**config.mk**
```make
export PLATFORM = sky130hd
export DESIGN_NAME = frame_read_ctrl
export DESIGN_NICKNAME = d
export VERILOG_FILES = /design/src/rtl/frame_buf_pkg.sv /design/src/rtl/edge_detect_rise.sv /design/src/rtl/frame_read_ctrl.sv
export SDC_FILE = /design/constraint.sdc
export NUM_CORES = 1
export LEC_CHECK = 0
export CAP_MARGIN = 10
export CELL_PAD_IN_SITES_DETAIL_PLACEMENT = 1
export CELL_PAD_IN_SITES_GLOBAL_PLACEMENT = 1
export CORE_ASPECT_RATIO = 0.8
export CORE_MARGIN = 1
export CORE_UTILIZATION = 27
export DETAILED_ROUTE_END_ITERATION = 12
export HOLD_SLACK_MARGIN = 0.06
export MAX_ROUTING_LAYER = met4
export PLACE_DENSITY = 0.71
export SLEW_MARGIN = 15
export SYNTH_ARGS = -nofsm -noshare
export SYNTH_HDL_FRONTEND = slang
export SYNTH_SLANG_ARGS = --single-unit
```
**constraint.sdc**
```tcl
create_clock -name clk -period 2.7 [get_ports clk]
set_clock_uncertainty 0.2 [all_clocks]
set_input_delay 0.405 -clock clk [delete_from_list [all_inputs] [get_ports clk]]
set_output_delay 0.405 -clock clk [all_outputs]
set_load 0.01 [all_outputs]
```
**src/rtl/frame_buf_pkg.sv**
```systemverilog
`default_nettype none
// ============================================================================
// Module      : frame_buf_pkg
// Description : Shared definitions for the frame-buffer handoff. Holds the
//               default burst/frame geometry, the buffer count, the read
//               controller state encoding and the buffer base-address helper.
//               The write-side controller uses the same helper, so both ends
//               agree on where each buffer lives.
// Revision    : 1.0 - initial release
// ============================================================================
package frame_buf_pkg;

    localparam int BURST_LEN    = 64;
    localparam int FRAME_BURSTS = 12288;
    localparam int FRAME_STRIDE = 786432;
    localparam int NUM_BUFFERS  = 4;

    typedef enum logic [2:0] {
        ST_IDLE = 3'd0,
        ST_ARM  = 3'd1,
        ST_REQ  = 3'd2,
        ST_DATA = 3'd3,
        ST_DONE = 3'd4
    } frame_state_t;

    // Word address of the first word of buffer idx. The product is formed in
    // 64 bits; the caller truncates to its own address width, which gives the
    // required modulo-2^ADDR_W wrap. The stride is a constant at every call
    // site, so synthesis reduces this to shifts and adds.
    function automatic logic [63:0] base_addr(input logic [1:0]  idx,
                                              input logic [63:0] stride);
        return {62'd0, idx} * stride;
    endfunction

endpackage : frame_buf_pkg
`default_nettype wire

```
**src/rtl/edge_detect_rise.sv**
```systemverilog
`default_nettype none
// ============================================================================
// Module      : edge_detect_rise
// Description : Rising-edge detector. One delay flop plus an AND gate.
//               The delay flop resets to 0, so an input that is already high
//               when reset is released produces a rise on the first cycle.
// Ports       : clk  - clock
//               rst  - synchronous active-high reset
//               d    - level input
//               rise - high for the cycle in which d is 1 and was 0 before
// Revision    : 1.0 - initial release
// ============================================================================
module edge_detect_rise (
    input  logic clk,
    input  logic rst,
    input  logic d,
    output logic rise
);

    logic r_d;

    always_ff @(posedge clk) begin
        if (rst) begin
            r_d <= 1'b0;
        end else begin
            r_d <= d;
        end
    end

    assign rise = d & ~r_d;

endmodule : edge_detect_rise
`default_nettype wire

```
**src/rtl/frame_read_ctrl.sv**
```systemverilog
`default_nettype none
// ============================================================================
// Module      : frame_read_ctrl
// Description : Consumer end of the frame-buffer handoff. On a rising edge of
//               new_frame it waits for the generator's index to settle,
//               latches read_index, reads the selected buffer as a sequence of
//               fixed-length bursts (one outstanding at a time) and forwards
//               every returned word to the pixel FIFO. frame_finish pulses
//               once the last word of the frame has been forwarded.
// Ports       : clk, rst            - clock, synchronous active-high reset
//               new_frame           - level flag, rising edge starts a frame
//               read_index          - buffer to read, settled 2 cycles later
//               rd_req/rd_addr/rd_len/rd_ack - burst request handshake
//               rd_data_valid/rd_data        - returned read beats
//               pix_afull           - downstream FIFO almost full
//               pix_valid/pix_data  - pixel write port
//               frame_finish        - one-cycle end-of-frame pulse
//               busy                - frame in progress (ARM through DONE)
//               overrun             - sticky: a beat arrived outside DATA
// Revision    : 1.0 - initial release
// ============================================================================
module frame_read_ctrl #(
    parameter int ADDR_W       = 25,
    parameter int DATA_W       = 32,
    parameter int BURST_LEN    = frame_buf_pkg::BURST_LEN,
    parameter int FRAME_BURSTS = frame_buf_pkg::FRAME_BURSTS,
    parameter int FRAME_STRIDE = frame_buf_pkg::FRAME_STRIDE
) (
    input  logic              clk,
    input  logic              rst,
    input  logic              new_frame,
    input  logic [1:0]        read_index,
    output logic              rd_req,
    output logic [ADDR_W-1:0] rd_addr,
    output logic [7:0]        rd_len,
    input  logic              rd_ack,
    input  logic              rd_data_valid,
    input  logic [DATA_W-1:0] rd_data,
    input  logic              pix_afull,
    output logic              pix_valid,
    output logic [DATA_W-1:0] pix_data,
    output logic              frame_finish,
    output logic              busy,
    output logic              overrun
);

    import frame_buf_pkg::*;

    localparam int C_BEAT_W = $clog2(BURST_LEN);
    localparam int C_BC_W   = (FRAME_BURSTS > 1) ? $clog2(FRAME_BURSTS) : 1;

    // ------------------------------------------------------------------
    // Registered state
    // ------------------------------------------------------------------
    frame_state_t        r_state;
    logic                r_arm_cnt;
    logic [1:0]          r_idx;
    logic [C_BC_W-1:0]   r_burst_cnt;
    logic [C_BEAT_W-1:0] r_beat_cnt;
    logic                r_pending;
    logic                r_rd_req;
    logic [ADDR_W-1:0]   r_rd_addr;
    logic                r_pix_valid;
    logic [DATA_W-1:0]   r_pix_data;
    logic                r_overrun;

    // ------------------------------------------------------------------
    // Next-state values
    // ------------------------------------------------------------------
    frame_state_t        w_state_nxt;
    logic                w_arm_nxt;
    logic [1:0]          w_idx_nxt;
    logic [C_BC_W-1:0]   w_burst_nxt;
    logic [C_BEAT_W-1:0] w_beat_nxt;
    logic                w_pending_nxt;
    logic                w_rd_req_nxt;
    logic [ADDR_W-1:0]   w_rd_addr_nxt;
    logic                w_accept;
    logic                w_start;
    logic [ADDR_W-1:0]   w_burst_addr;

    edge_detect_rise u_new_frame_edge (
        .clk  (clk),
        .rst  (rst),
        .d    (new_frame),
        .rise (w_start)
    );

    // Buffer base plus burst offset; the burst offset is a shift because
    // BURST_LEN is a power of two. Truncation to ADDR_W gives the wrap.
    assign w_burst_addr = ADDR_W'(base_addr(r_idx, 64'(FRAME_STRIDE)) +
                                  (64'(r_burst_cnt) << C_BEAT_W));

    // ------------------------------------------------------------------
    // Next-state and datapath decisions
    // ------------------------------------------------------------------
    always_comb begin
        w_state_nxt   = r_state;
        w_arm_nxt     = r_arm_cnt;
        w_idx_nxt     = r_idx;
        w_burst_nxt   = r_burst_cnt;
        w_beat_nxt    = r_beat_cnt;
        w_pending_nxt = r_pending;
        w_rd_req_nxt  = r_rd_req;
        w_rd_addr_nxt = r_rd_addr;
        w_accept      = 1'b0;

        case (r_state)
            ST_IDLE: begin
                if (w_start || r_pending) begin
                    w_state_nxt   = ST_ARM;
                    w_pending_nxt = 1'b0;
                    w_arm_nxt     = 1'b0;
                end
            end

            // Two cycles give the generator time to update read_index
            // after raising new_frame.
            ST_ARM: begin
                if (w_start) begin
                    w_pending_nxt = 1'b1;
                end
                if (r_arm_cnt) begin
                    w_idx_nxt   = read_index;
                    w_burst_nxt = '0;
                    w_beat_nxt  = '0;
                    w_state_nxt = ST_REQ;
                end else begin
                    w_arm_nxt = 1'b1;
                end
            end

            // Back-pressure is honoured only before a request goes out;
            // once rd_req is up it stays up with a frozen address until ack.
            ST_REQ: begin
                if (w_start) begin
                    w_pending_nxt = 1'b1;
                end
                if (r_rd_req) begin
                    if (rd_ack) begin
                        w_rd_req_nxt = 1'b0;
                        w_state_nxt  = ST_DATA;
                    end
                end else if (!pix_afull) begin
                    w_rd_req_nxt  = 1'b1;
                    w_rd_addr_nxt = w_burst_addr;
                end
            end

            ST_DATA: begin
                if (w_start) begin
                    w_pending_nxt = 1'b1;
                end
                if (rd_data_valid) begin
                    w_accept = 1'b1;
                    if (r_beat_cnt == C_BEAT_W'(BURST_LEN - 1)) begin
                        w_beat_nxt = '0;
                        if (r_burst_cnt == C_BC_W'(FRAME_BURSTS - 1)) begin
                            w_state_nxt = ST_DONE;
                        end else begin
                            w_burst_nxt = r_burst_cnt + 1'b1;
                            w_state_nxt = ST_REQ;
                        end
                    end else begin
                        w_beat_nxt = r_beat_cnt + 1'b1;
                    end
                end
            end

            // A start queued during the frame (or arriving right now) goes
            // straight to ARM so the next frame begins without an idle gap.
            ST_DONE: begin
                if (w_start || r_pending) begin
                    w_state_nxt   = ST_ARM;
                    w_pending_nxt = 1'b0;
                    w_arm_nxt     = 1'b0;
                end else begin
                    w_state_nxt = ST_IDLE;
                end
            end

            default: begin
                w_state_nxt = ST_IDLE;
            end
        endcase
    end

    // ------------------------------------------------------------------
    // State register
    // ------------------------------------------------------------------
    always_ff @(posedge clk) begin
        if (rst) begin
            r_state     <= ST_IDLE;
            r_arm_cnt   <= 1'b0;
            r_idx       <= 2'd0;
            r_burst_cnt <= '0;
            r_beat_cnt  <= '0;
            r_pending   <= 1'b0;
            r_rd_req    <= 1'b0;
            r_rd_addr   <= '0;
            r_pix_valid <= 1'b0;
            r_pix_data  <= '0;
            r_overrun   <= 1'b0;
        end else begin
            r_state     <= w_state_nxt;
            r_arm_cnt   <= w_arm_nxt;
            r_idx       <= w_idx_nxt;
            r_burst_cnt <= w_burst_nxt;
            r_beat_cnt  <= w_beat_nxt;
            r_pending   <= w_pending_nxt;
            r_rd_req    <= w_rd_req_nxt;
            r_rd_addr   <= w_rd_addr_nxt;
            r_pix_valid <= w_accept;
            if (w_accept) begin
                r_pix_data <= rd_data;
            end
            // Beats outside DATA are discarded; remember that it happened.
            if (rd_data_valid && (r_state != ST_DATA)) begin
                r_overrun <= 1'b1;
            end
        end
    end

    // ------------------------------------------------------------------
    // Outputs
    // ------------------------------------------------------------------
    assign rd_req       = r_rd_req;
    assign rd_addr      = r_rd_addr;
    assign rd_len       = 8'(BURST_LEN - 1);
    assign pix_valid    = r_pix_valid;
    assign pix_data     = r_pix_data;
    assign frame_finish = (r_state == ST_DONE);
    assign busy         = (r_state != ST_IDLE);
    assign overrun      = r_overrun;

endmodule : frame_read_ctrl
`default_nettype wire

```
# Word level (Yosys, flattened, before mapping)
# Cells that the tools add are included.
# classes
addsub,3
multipliers,1
eq_ne,16
n_mux,27
n_bitwise,4
reduce_logical,16
# op_table
operator,n
14-bit two-way mux,4
14-bit case mux with 2 select lines,1
22-bit by 20-bit adder with 23-bit output,1
3-bit two-way mux,7
6-bit two-way mux,3
3-bit case mux with 5 select lines,1
14-bit by 1-bit adder with 14-bit output (second input constant),1
14-bit == test (second input constant),1
2-bit != test (second input constant),7
6-bit case mux with 2 select lines,1
3-bit AND reduction,3
1-bit two-way mux,8
6-bit by 1-bit adder with 6-bit output (second input constant),1
3-bit by 2-bit == test with 1-bit output (second input constant),2
6-bit == test (second input constant),1
6-bit AND reduction,1
2-bit nonzero test,3
5-bit AND reduction,1
2-bit by 2-bit multiplier with 4-bit output (second input constant),1
2-bit by 1-bit != test with 1-bit output (second input constant),2
1-bit case mux with 2 select lines,2
2-bit AND reduction,2
3-bit by 1-bit == test with 1-bit output (second input constant),1
3-bit == test (second input constant),1
other kinds (9),11
# totals
ff_bits,88
inputBits,40
output_inout_bits,70
elab_cells,79

# Logic depth before layout (Yosys ltp)
# logic_depth
depth_word,5
ltp_mapped,8
ltp_nobuf,8

# Cells and area by module
# From an unflattened synthesis, not the netlist that was laid out.
# unflattened
hier_cells,437
area_unflattened_um2,3621.0
# modules_own_cells
module,instances,cells_per_inst,area_per_inst_um2,seq_area_each_um2
frame_read_ctrl,1,434,3573.4,1581.5
edge_detect_rise,1,3,47.5,20.0

# Least setup slack after synthesis
# No wires, ideal clock.
# synth_timing
kind,reg2reg
start,reg r_burst_cnt[0]
end,reg r_burst_cnt[10]
setup_time_ns,0.122
arrival_time_ns,1.860
required_ns,2.378
slack_ns,0.518
path_stages_with_launch,7
n_path_buf,1
period_less_slack_ns,2.182
path_cell_list,dfxtp_1 ha_1 nand4_4 or4_1 buf_2 and2_4 a221o_1
# synth_via
elab_chain_len,5
word_cells_on_any_way,8
cone_classes,add/sub: 1; eq/ne: 2; mux: 4; reduce/logical: 1
# synth_lines
element,line_no,source
start: declaration,frame_read_ctrl.sv:58,logic [C_BC_W-1:0] r_burst_cnt;
start signal: assignment,frame_read_ctrl.sv:208,r_burst_cnt <= w_burst_nxt;
14-bit by 1-bit adder with 14-bit output,frame_read_ctrl.sv:161,w_burst_nxt = r_burst_cnt + 1'b1;
14-bit two-way mux,frame_read_ctrl.sv:158,if (r_burst_cnt == C_BC_W'(FRAME_BURSTS - 1)) begin
14-bit two-way mux,frame_read_ctrl.sv:156,if (r_beat_cnt == C_BEAT_W'(BURST_LEN - 1)) begin
14-bit two-way mux,frame_read_ctrl.sv:154,if (rd_data_valid) begin
14-bit case mux with 2 select lines,frame_read_ctrl.sv:108,case (r_state)
# Parallel ways exist; a longest one is shown, timed or not. The select of a mux whose other input is x is not followed.
# A chain may end at the register's enable or synchronous reset.

# Worst setup path after layout
# layout_timing
start,reg r_burst_cnt[0]
end,reg r_burst_cnt[5]
# Same word-level chain as after synthesis.

==> impl_metrics.env <==
export IMPL_ios=110
export IMPL_post_cts_resized=0
export IMPL_vias_per_cell=4.853
export IMPL_fin_tns_setup_ns=0
export IMPL_dr_wl_met2_um=5321
export IMPL_synth_seq_cells=80
export IMPL_ys_seq_area_share_pct=44.79
export IMPL_routed_wl_um=10890
export IMPL_overflow=0
export IMPL_root_buffer="clkbuf_16"
export IMPL_layout_common_cells="nand2_1, clkdlybuf4s50_1, dfxtp_1, a21oi_1, nor2_1"
export IMPL_p_sw_w=0.0005952
export IMPL_drc_errors=0
export IMPL_syn_instance_count=441
export IMPL_die_area_um2=13710
export IMPL_p_int_w=0.001983
export IMPL_postCtsSetupBuffers=0
export IMPL_grt_pass1_wl_um=17480
export IMPL_start_util_pct=27.79
export IMPL_row_count=37
export IMPL_worstMarginPinSlew_ns=0.5841
export IMPL_rsz0062_at_grt="no"
export IMPL_critical_path_startpoint_type="register"
export IMPL_pwr_share_comb_pct=7.0
export IMPL_synth_area_per_cell_um2=8.109
export IMPL_synth_cell_area_um2=3576
export IMPL_die_h_um=104.9
export IMPL_final_common_cell="nand2_1"
export IMPL_crit_fanout=7
export IMPL_cts_buffers=9
export IMPL_gp_congestion=0.8442
export IMPL_finalCritPeriodShare_pct=90.65
export IMPL_highest_layer="met4"
export IMPL_powerDensity_nw_per_um2=520.7
export IMPL_max_cap_viol_count=0
export IMPL_multi_input_comb_area_um2=1752
export IMPL_p_leak_nw=1.723
export IMPL_grt_pass1_vias=3569
export IMPL_grt_start_max_net_pins=36
export IMPL_timing_fmax_ghz=0.4086
export IMPL_drive_above_1_share_pct=7.156
export IMPL_cts_hold_buffers=0
export IMPL_dieWidth_um=130.7
export IMPL_power_w=0.002579
export IMPL_antenna_cells=0
export IMPL_htree_levels=3
export IMPL_relSlewSlack_pct=60.70
export IMPL_clockBufferDepth=2
export IMPL_dr_pass1_iters=4
export IMPL_ir_drop_v=0.0002682
export IMPL_async_flop_share_pct=0
export IMPL_status="finished, final reports clean"
export IMPL_crit_required_ns=2.72
export IMPL_routedWlPerCell_um=15.42
export IMPL_layout_nets=574
export IMPL_num_vias=3426
export IMPL_synth_cell_types=57
export IMPL_drtIter0Drc=118
export IMPL_seqPwrFrac_pct=46.7
export IMPL_syn2layout_area_growth_pct=38.49
export IMPL_clk_pin_slew_ns=0.06
export IMPL_finalSetupViolCount=0
export IMPL_clkSinkCount=80
export IMPL_ant_nets=0
export IMPL_dpl_hpwl_um=7871
export IMPL_yosys_warnings=0
export IMPL_swShare_pct=23.08
export IMPL_groute_usage_overall_pct=16.83
export IMPL_hold_violations=0
export IMPL_io_buffers=93
export IMPL_antenna_found_initial=0
export IMPL_synth_enable_flop_cells=0
export IMPL_arrival_ns=2.47
export IMPL_crit_path_end_kind="register"
export IMPL_period_needed_ns=2.447
export IMPL_p_clk_share_pct=46.4
export IMPL_ff_latch_area_um2=1602
export IMPL_n_fill_cell=1537
export IMPL_slew_viol_final=0
export IMPL_critPathKind="register to register"
export IMPL_clkLatencyLatePin_ns=0.33
export IMPL_core_um2=12870
export IMPL_hold_class="register to register"
export IMPL_synth_flop_cell="dfxtp_1"
export IMPL_wl_met1_um=5009
export IMPL_wl_met3_um=402
export IMPL_tritoncts="yes"
## cell usage after synthesis (2+ instances only)
cell,instances,area [µm²]
o31ai_1,5,37.54
nand2b_1,2,12.51
nand3_1,14,70.07
o21a_1,2,15.01
nand2_1,102,382.9
dfxtp_1,80,1602
inv_1,11,41.29
o211ai_1,7,52.55
buf_4,16,120.1
clkbuf_1,23,86.33
or4_1,4,30.03
and2_1,2,12.51
a221o_1,3,30.03
nand3b_1,5,37.54
o21ai_0,8,40.04
nand4_1,7,43.79
and4_2,2,20.02
conb_1,2,7.510
buf_2,5,25.02
nor4_1,2,12.51
nor2_1,18,67.56
xnor2_1,2,17.52
and3_1,8,50.05
nor4_2,2,25.02
o211a_1,2,20.02
a31oi_1,2,12.51
nor2b_1,5,31.28
nand4b_1,3,26.28
or3_1,2,12.51
ha_1,6,75.07
nor3_1,6,30.03
a211oi_1,2,15.01
a21oi_1,57,285.3
## worst max-delay path, cell delays in order (launching register included)
cell     delay (ns)
dfxtp_1        0.40
ha_1           0.32
nand4_4        0.17
or4_1          0.71
and2_4         0.22
a221o_1        0.31
## flip-flops by register name, summed over array words and instances, names as in the netlist
name	flops
pix_data	32
rd_addr	17
r_burst_cnt	14
r_beat_cnt	6
r_state	3
r_idx	2
overrun	1
pix_valid	1
r_arm_cnt	1
r_pending	1
rd_req	1
u_new_frame_edge.r_d	1
## logic make-up after synthesis
| family | count (synthesis) | synth area share, % |
|---|---|---|
| XOR/XNOR | 2 | 0.4899 |
| adder cells (fa/ha/maj) | 7 | 2.659 |
| flip-flops | 80 | 44.79 |
| AO/OA/AOI/OAI | 102 | 17.71 |
| multiplexers | 2 | 0.5948 |
| AND/OR/NAND/NOR | 189 | 25.72 |
| buffers and inverters | 57 | 7.837 |
| other | 2 | 0.2100 |
## power by group through the flow
stage               sequential (W)  clock [W]  combinational, W
floorplan                  0.00122          0          0.000102
global placement           0.00123          0          0.000175
detailed placement         0.00123          0          0.000179
CTS                        0.00120    0.00123          0.000181
global route               0.00120    0.00128          0.000195
finish                     0.00120    0.00120          0.000179
## through the flow
stage                     utilization [%]  hold slack, ns  area (µm²)  cells  worst slack [ns]
after floorplan                         -          0.2533        3628    455            0.5182
final                               38.48          0.2537        4952    706            0.2526
after global routing                38.48          0.2814        4952    706            0.1793
after global placement              36.25          0.2423        4666    691            0.2751
after CTS                           38.48          0.2586        4952    706            0.2731
after detailed placement            36.25          0.2507        4666    691            0.2401
## layer usage
metal / global-route usage (%) / vias to the layer above
met5: - / -
met4: 5.090 / 0
met3: 3.123 / 14
met2: 27.89 / 87
met1: 20.58 / 1652
li1: - / 1673
## final timing paths
check,cells past startpoint,end,start,slack [ns]
min reg2reg,2,rd_addr[22]$_SDFFE_PP0P_,rd_addr[22]$_SDFFE_PP0P_,0.25
max,5,r_burst_cnt[5]$_SDFFE_PP0P_,r_burst_cnt[0]$_SDFFE_PP0P_,0.25
max reg2reg,5,r_burst_cnt[5]$_SDFFE_PP0P_,r_burst_cnt[0]$_SDFFE_PP0P_,0.25
min,2,rd_addr[22]$_SDFFE_PP0P_,rd_addr[22]$_SDFFE_PP0P_,0.25
## layout make-up
class / count / area share (%)
Timing Repair Buffer: 106 / 21.17
Inverter: 12 / 0.9096
Clock buffer: 9 / 4.548
Sequential cell: 80 / 32.34
Tap cell: 175 / 4.421
Multi-Input combinational cell: 318 / 35.37
Clock inverter: 6 / 1.238
Power figures use the tool's default switching activity.
